--- src/rtl/gb_patch_loader.sv ---
// Patch-preset engine: watches per-channel selector fields and writes the
// selected preset back into the OSD status word, one channel at a time.
`timescale 1ns/1ps
module gb_patch_loader #(
   parameter int CHANNELS = 4,
   parameter int SEL_W    = 3,
   parameter int PATCH_W  = 15,
   parameter int GAP      = 2
) (
   input  logic                              clk_sys,
   input  logic                              reset,
   input  logic [CHANNELS*SEL_W-1:0]         sel,
   input  logic                              reload_all,
   input  logic                              tbl_wr,
   input  logic [$clog2(CHANNELS)+SEL_W-1:0] tbl_addr,
   input  logic [PATCH_W-1:0]                tbl_data,
   output logic [PATCH_W-1:0]                patch_data,
   output logic [CHANNELS-1:0]               set_mask,
   output logic                              status_set,
   output logic                              busy
);

   localparam int CH_W  = $clog2(CHANNELS);
   localparam int AW    = CH_W + SEL_W;
   localparam int DEPTH = CHANNELS << SEL_W;
   localparam int GW    = (GAP > 1) ? $clog2(GAP) : 1;

   localparam logic [2:0] S_INIT = 3'd0;
   localparam logic [2:0] S_IDLE = 3'd1;
   localparam logic [2:0] S_READ = 3'd2;
   localparam logic [2:0] S_SET  = 3'd3;
   localparam logic [2:0] S_GAP  = 3'd4;

   logic [2:0]               state;
   logic [CHANNELS-1:0]      pend, chg, clr;
   logic [CHANNELS*SEL_W-1:0] sel_last;
   logic [CH_W-1:0]          rr_ptr, gnt, gnt_q;
   logic                     found;
   logic [GW-1:0]            gap_cnt;
   logic [PATCH_W-1:0]       mem [DEPTH];
   logic [PATCH_W-1:0]       tbl_q;
   logic [AW-1:0]            rd_addr;

   always_comb begin
      chg = '0;
      for (int c = 0; c < CHANNELS; c++)
         chg[c] = sel[c*SEL_W +: SEL_W] != sel_last[c*SEL_W +: SEL_W];
   end

   // Round-robin pick: first pending channel at or after rr_ptr.
   always_comb begin
      int idx;
      gnt   = '0;
      found = 1'b0;
      idx   = 0;
      for (int i = 0; i < CHANNELS; i++) begin
         idx = int'(rr_ptr) + i;
         if (idx >= CHANNELS) idx = idx - CHANNELS;
         if (!found && pend[idx]) begin
            found = 1'b1;
            gnt   = CH_W'(idx);
         end
      end
   end

   // The grant clear wins over a same-cycle change: the read uses the live selector.
   assign clr     = (state == S_IDLE && found) ? (CHANNELS'(1) << gnt) : '0;
   assign rd_addr = {gnt, sel[gnt*SEL_W +: SEL_W]};

   always_ff @(posedge clk_sys) begin
      if (tbl_wr) mem[tbl_addr] <= tbl_data;
      tbl_q <= mem[rd_addr];
   end

   always_ff @(posedge clk_sys or posedge reset) begin
      if (reset) begin
         state      <= S_INIT;
         pend       <= '0;
         sel_last   <= '0;
         rr_ptr     <= '0;
         gnt_q      <= '0;
         gap_cnt    <= '0;
         patch_data <= '0;
      end else if (state == S_INIT) begin
         // Resample selectors so settings restored at power-up are not reloaded.
         sel_last <= sel;
         state    <= S_IDLE;
      end else begin
         sel_last <= sel;
         pend     <= (pend | chg | {CHANNELS{reload_all}}) & ~clr;
         case (state)
            S_IDLE: if (found) begin
               gnt_q  <= gnt;
               rr_ptr <= (gnt == CH_W'(CHANNELS-1)) ? '0 : gnt + 1'b1;
               state  <= S_READ;
            end
            S_READ: begin
               patch_data <= tbl_q;
               state      <= S_SET;
            end
            S_SET: begin
               gap_cnt <= '0;
               state   <= S_GAP;
            end
            S_GAP: begin
               if (gap_cnt == GW'(GAP-1)) state <= S_IDLE;
               else gap_cnt <= gap_cnt + 1'b1;
            end
            default: state <= S_INIT;
         endcase
      end
   end

   assign status_set = (state == S_SET);
   assign set_mask   = status_set ? (CHANNELS'(1) << gnt_q) : '0;
   assign busy       = (state != S_IDLE) || (|pend);

endmodule

--- config.mk ---
export PLATFORM = sky130hd
export DESIGN_NAME = gb_patch_loader
export DESIGN_NICKNAME = d
export VERILOG_FILES = /design/src/rtl/gb_patch_loader.sv
export SDC_FILE = /design/constraint.sdc
export NUM_CORES = 1
export LEC_CHECK = 0
export ABC_AREA = 1
export CORE_MARGIN = 10
export CORE_UTILIZATION = 55
export DETAILED_ROUTE_END_ITERATION = 12
export PLACE_DENSITY = 0.73
export SYNTH_ARGS = -nofsm -noshare
export SYNTH_HDL_FRONTEND = slang
export SYNTH_SLANG_ARGS = --single-unit
--- constraint.sdc ---
create_clock -name clk_sys -period 6 [get_ports clk_sys]
set_input_delay 0.6 -clock clk_sys [delete_from_list [all_inputs] [get_ports clk_sys]]
set_output_delay 0.6 -clock clk_sys [all_outputs]
set_load 0.005 [all_outputs]
After elaboration in Yosys (flattened, before gate mapping):

Memories as Yosys holds them, arrays and structs flattened. A register that Yosys moved wholly into a read port is not among the register bits.
Cells that the tools add are included.

* logic and storage cells: 96
* bits in writable memories: 480
* memory bits (read-only): 0
* output and inout bits: 21
* bits in registers: 39
* bits in latches: 0
* memories kept: 1

* $add $sub $neg: 9
* shift-type cells: 3
* reductions and logical operators: 15
* multipliers: 1
* bitwise operators: 5
* equal/unequal tests: 12
* order comparisons: 8
* multiplexer cells: 35
* div/mod/pow operators: 0

Memory list
* mem: words 32, width 15, read ports 1, clocked after Yosys merged registers in 1, wr ports 1, line 40 `logic [PATCH_W-1:0] mem [DEPTH];`

Operators with widths (number)
* $lt A32 B4 Y1 const B: 4
* $mux W32: 4
* $mux W1: 15
* $ne A3 B3 Y1: 4
* $pmux W3 S4: 1
* $shiftx A12 B5 Y3: 1
* $sub A3 B3 Y4 const B: 3
* $mux W2: 5
* $ge A3 B3 Y1 const B: 3
* $mux W3: 3
* $bmux W1 S2: 4
* $mux W4: 2
* $or A4 B4 Y4: 2
* $shl A1 B2 Y4 const A: 2
* $add A2 B2 Y3 const B: 2
* $eq A3 B2 Y1 const B: 2
* $reduce_and A2 Y1: 3
* $and A4 B4 Y4: 1
* $logic_and A1 B1 Y1: 4
* $mul A2 B2 Y4 const B: 1
* $not A4 Y4: 1
* $reduce_or A4 Y1: 1
* $sub A2 B3 Y4 const B: 1
* $add A2 B1 Y3 const B: 1
* other kinds (16): 18

Longest topological paths before layout:

* depth in word-level cells: 19
* depth in mapped cells: 23
* mapped depth without buffers: 20

Worst setup path before layout:

OpenSTA, ideal clock, no wires.

* kind: flip-flop to flip-flop
* from: register rr_ptr[0]
* to: register tbl_q[10] (read register of mem)
* slack: 3.699 ns
* arrival: 2.187 ns
* setup time: 0.113 ns
* cell stages (with the launch flop): 22
* path buffers: 3
* data required time: 5.887 ns
* period minus slack after synthesis: 2.301 ns
* path through: dfrtp_1 buf_6 inv_4 nand2_1 nand3_1 nand2_1 inv_1 nand2_1 nand2_2 nand3_4 nand2_1 nand2_1 nand2_2 buf_4 buf_2 nand3_1 nand3_1 nand3_1 nand3_1 nand2_1 nand2_1 nand2_1

* longest elaborated chain between the ends: 17
* elaborated cells on any way between the ends: 42
* those cells by class: add/sub: 7; mul: 1; order compare: 4; shift: 1; mux: 23; reduce/logical: 6

RTL lines
* from (decl): line 37 `logic [CH_W-1:0] rr_ptr, gnt, gnt_q;`
* from (signal assigned): line 94 `rr_ptr <= (gnt == CH_W'(CHANNELS-1)) ? '0 : gnt + 1'b1;`
* parallel branches: the longest is 14 deep, another holds $sub A3 B3 Y4
* $mux W2 *: line 59 `if (!found && pend[idx]) begin`
* $mul A2 B2 Y4: line 68 `assign rd_addr = {gnt, sel[gnt*SEL_W +: SEL_W]};`
* $shiftx A12 B5 Y3: line 68
* to (decl): line 41 `logic [PATCH_W-1:0] tbl_q;`

Every way passes the cells marked *. The select of a mux whose other input is x is not followed.
A chain may end at the register's enable or synchronous reset.

Final worst setup path:

* from: register rr_ptr[0]
* to: register tbl_q[5] (read register of mem)

The elaborated chain is that of the path after synthesis.

==> key figures <==
Status
  – Status: complete, no violations

Synthesis
  – Synth warnings: 0
  – Ys flop type: edfxtp_1
  – Ranking of synthesized cells by area: edfxtp_1, nand3_1, nand2_1, inv_1, dfrtp_1
  – Number of distinct library cells after synthesis: 36
  – Area share of the largest cell type after synthesis: 60.91%
  – Synthesized instance count: 2286
  – #FFs+latches synth: 534
  – Cell Area, Synth: 0.02366 sq mm
  – Synthesized area per cell: 10.35 sq um
  – Syn_nets: 2326
  – List of most frequent post-synthesis cells: nand3_1, nand2_1, edfxtp_1
  – Leading area contributor after synthesis: edfxtp_1
  – Post-synth EDFFs: 480
  – Sequential-to-total area share from yosys stat: 66.30%
  – Most frequent cell after synthesis: nand3_1
  – Post-synth ARST share: 7.303%

Clocking
  – CTS Sinks: 534
  – H-tree levels: 2
  – Reg clk slew, reported paths: 0.06 ns
  – Post-CTS Setup Inserts: 0
  – Clk_lat worst skew: 0.60 ns
  – TritonCTS Buffers: 53
  – Max clock buf depth: 3
  – CTS tree: yes
  – Root Buffer: clkbuf_16
  – Post-CTS Hold Fix Bufs: 0
  – Post-cts sizing count: 0

Setup path
  – Setup crit end kind: flip-flop
  – Startpoint Class: flip-flop
  – Kind of critical path: flip-flop to flip-flop
  – CP required: 6.48 ns
  – Critical path peak fanout: 85
  – WP data arrival: 5.50 ns

Pwr
  – Sequential fraction of design power: 53.1%
  – Leak: 11.07 nW
  – Maximum vdd drop: 0.2189 mV
  – Switch Pwr: 1.730 mW
  – Clock power frac: 40.9%
  – Pint: 6.074 mW
  – Gate power share: 6.1%
  – Power density cells: 296.1 mW/mm^2
  – Sw frac: 22.17%

STA
  – Worst slew margin: 11.46%
  – Slew @ Worst Pin: 1.323 ns
  – Final Cycle Share: 83.59%
  – RSZ-0062 raised after global routing: no
  – Fin. Hold Viols: 0
  – Min Tclk post-route: 5.015 ns
  – Final Setup Violations: 0
  – Slew Viols, Final: 0
  – Fin Setup TNS: 0 ns
  – Max Freq: 199.4 MHz
  – Worst hold margin: 0.4363 ns
  – Layout Skew: 0.008554 ns

Global routing
  – Antenna violations before repair: 1
  – Largest net degree at the start of global routing: 152
  – GRT Residual Overflow: 0
  – Overall routing resource usage: 23.45%
  – First-pass GRT wire length: 92380 um
  – Vias in the first global route: 16010

Layout
  – Antenna diodes: 0
  – Layout cells sized above 1: 6.514%
  – Final non-filler cell total: 2903
  – Area delta synth->final: 11.39%
  – Final net count: 2361

Floorplanning
  – Die Ht: 227.4 um
  – Std-Cell Rows: 75
  – Die Span X: 227.4 um
  – Die area: 0.05172 sq mm
  – I/O pin count: 57
  – Initial Util: 56.04%
  – Core area: 0.04223 sq mm

Routing
  – DRT iter0 DRCs: 2150
  – ANT nets after route: 0
  – DRC viols: 0
  – DR WL/cell: 20.74 um
  – Drt first pass iters: 6
  – Vias: 16510
  – Post-Route WL: 60220 um
  – Routed vias/inst: 5.688

Place
  – DP Cell Count: 2805
  – HPWL Detailed: 33950 um
  – Final Wtd Congestion: 0.8513
  – Port buffer count: 56

Flow run
  – Max_cap viols: 0

Hold path
  – Worst min path class: input port to asynchronous set/reset pin
[state kept, by name, summed over array words and instances, names as in the netlist]
register / cells
rr_ptr: 2
mem: 480
tbl_q: 15
sel_last: 12
pend: 4
state: 3
patch_data: 15
gnt_q: 2
gap_cnt: 1
[placed cells by master, fill, tap and decap left out, drive strengths merged, types with 3 or more instances in the layout]
| cell type | instances |
|---|---|
| buf | 44 |
| nor2 | 42 |
| clkbuf | 75 |
| xor2 | 3 |
| edfxtp | 480 |
| a21oi | 4 |
| clkinv | 17 |
| o21ai | 14 |
| nor3 | 7 |
| a22oi | 4 |
| ha | 4 |
| nand3 | 519 |
| dfxtp | 15 |
| inv | 435 |
| nand2 | 498 |
| o41ai | 3 |
| clkdlybuf4s50 | 55 |
| dfrtp | 39 |
| nand3b | 90 |
| nand4 | 5 |
[area by class of cell]
cell class                      instances  area, sq um
Fill cell                            3321        15870
Sequential cell                       534        15690
Inverter                              433         1628
Timing Repair Buffer                   99        903.4
Clock inverter                         23        167.7
Multi-Input combinational cell       1200         5806
Tap cell                              539        674.4
Clock buffer                           75         1491
[power groups by stage]
| stage | logic, mW | clock network [mW] | registers (mW) |
|---|---|---|---|
| CTS | 0.471 | 3.22 | 4.14 |
| global route | 0.520 | 3.37 | 4.14 |
| floorplan | 0.260 | 0 | 4.21 |
| finish | 0.475 | 3.19 | 4.14 |
| global placement | 0.458 | 0 | 4.22 |
| detailed placement | 0.468 | 0 | 4.22 |
[critical path, stage by stage, from the launching register on]
cell and delay, ns:
dfrtp_1 0.54, inv_4 0.11, nand2_1 0.10, nand2_2 0.09, nand2_1 0.07, nand2_1 0.05
nand2_1 0.09, nand2_1 0.07, nand2_2 0.11, nand3_4 0.52, nand2_1 0.32, nand2_1 0.12
nand2_4 0.11, buf_4 0.79, buf_4 0.75, nand3b_1 0.17, nand3_1 0.13, nand3_1 0.12
nand3_1 0.19, nand2_1 0.16, nand2_1 0.14, nand2_1 0.07
[cells by family after synthesis]
family	after synthesis	share of synthesized area (%)
flops	534	66.30
compound gates	31	0.8302
fa+ha+maj	4	0.2115
buf+inv	552	9.554
simple gates	1161	22.95
xor+xnor	4	0.1481
[final timing paths]
path                            depth (start not counted)  slack [ns]      start            end
worst min-delay path                                    3        0.44      reset  patch_data[7]
max in group asynchronous                               3        5.22      reset      rr_ptr[0]
worst max-delay path                                   21        0.98  rr_ptr[0]       tbl_q[5]
min in group clk_sys                                    2        0.45   tbl_q[1]  patch_data[1]
worst min register to register                          2        0.45   tbl_q[1]  patch_data[1]
worst max register to register                         21        0.98  rr_ptr[0]       tbl_q[5]
[routing by layer]
metal / wire [um] / GRT usage (%)
met3: 5210 / 3.732
met1: 24020 / 30.70
met4: 2138 / 9.587
met2: 28850 / 38.52
met5: 0 / 0
[through the flow]
step	total power, mW	worst slack [ns]	utilization (%)	area [sq um]
after CTS	7.832	1.107	62.42	26360
after global routing	8.031	0.6620	62.42	26360
after detailed placement	4.685	1.135	58.49	24700
after global placement	4.673	1.212	58.49	24700
final	7.804	0.9847	62.42	26360
after floorplan	4.470	3.699	-	23660
Power figures use the tool's default switching activity.
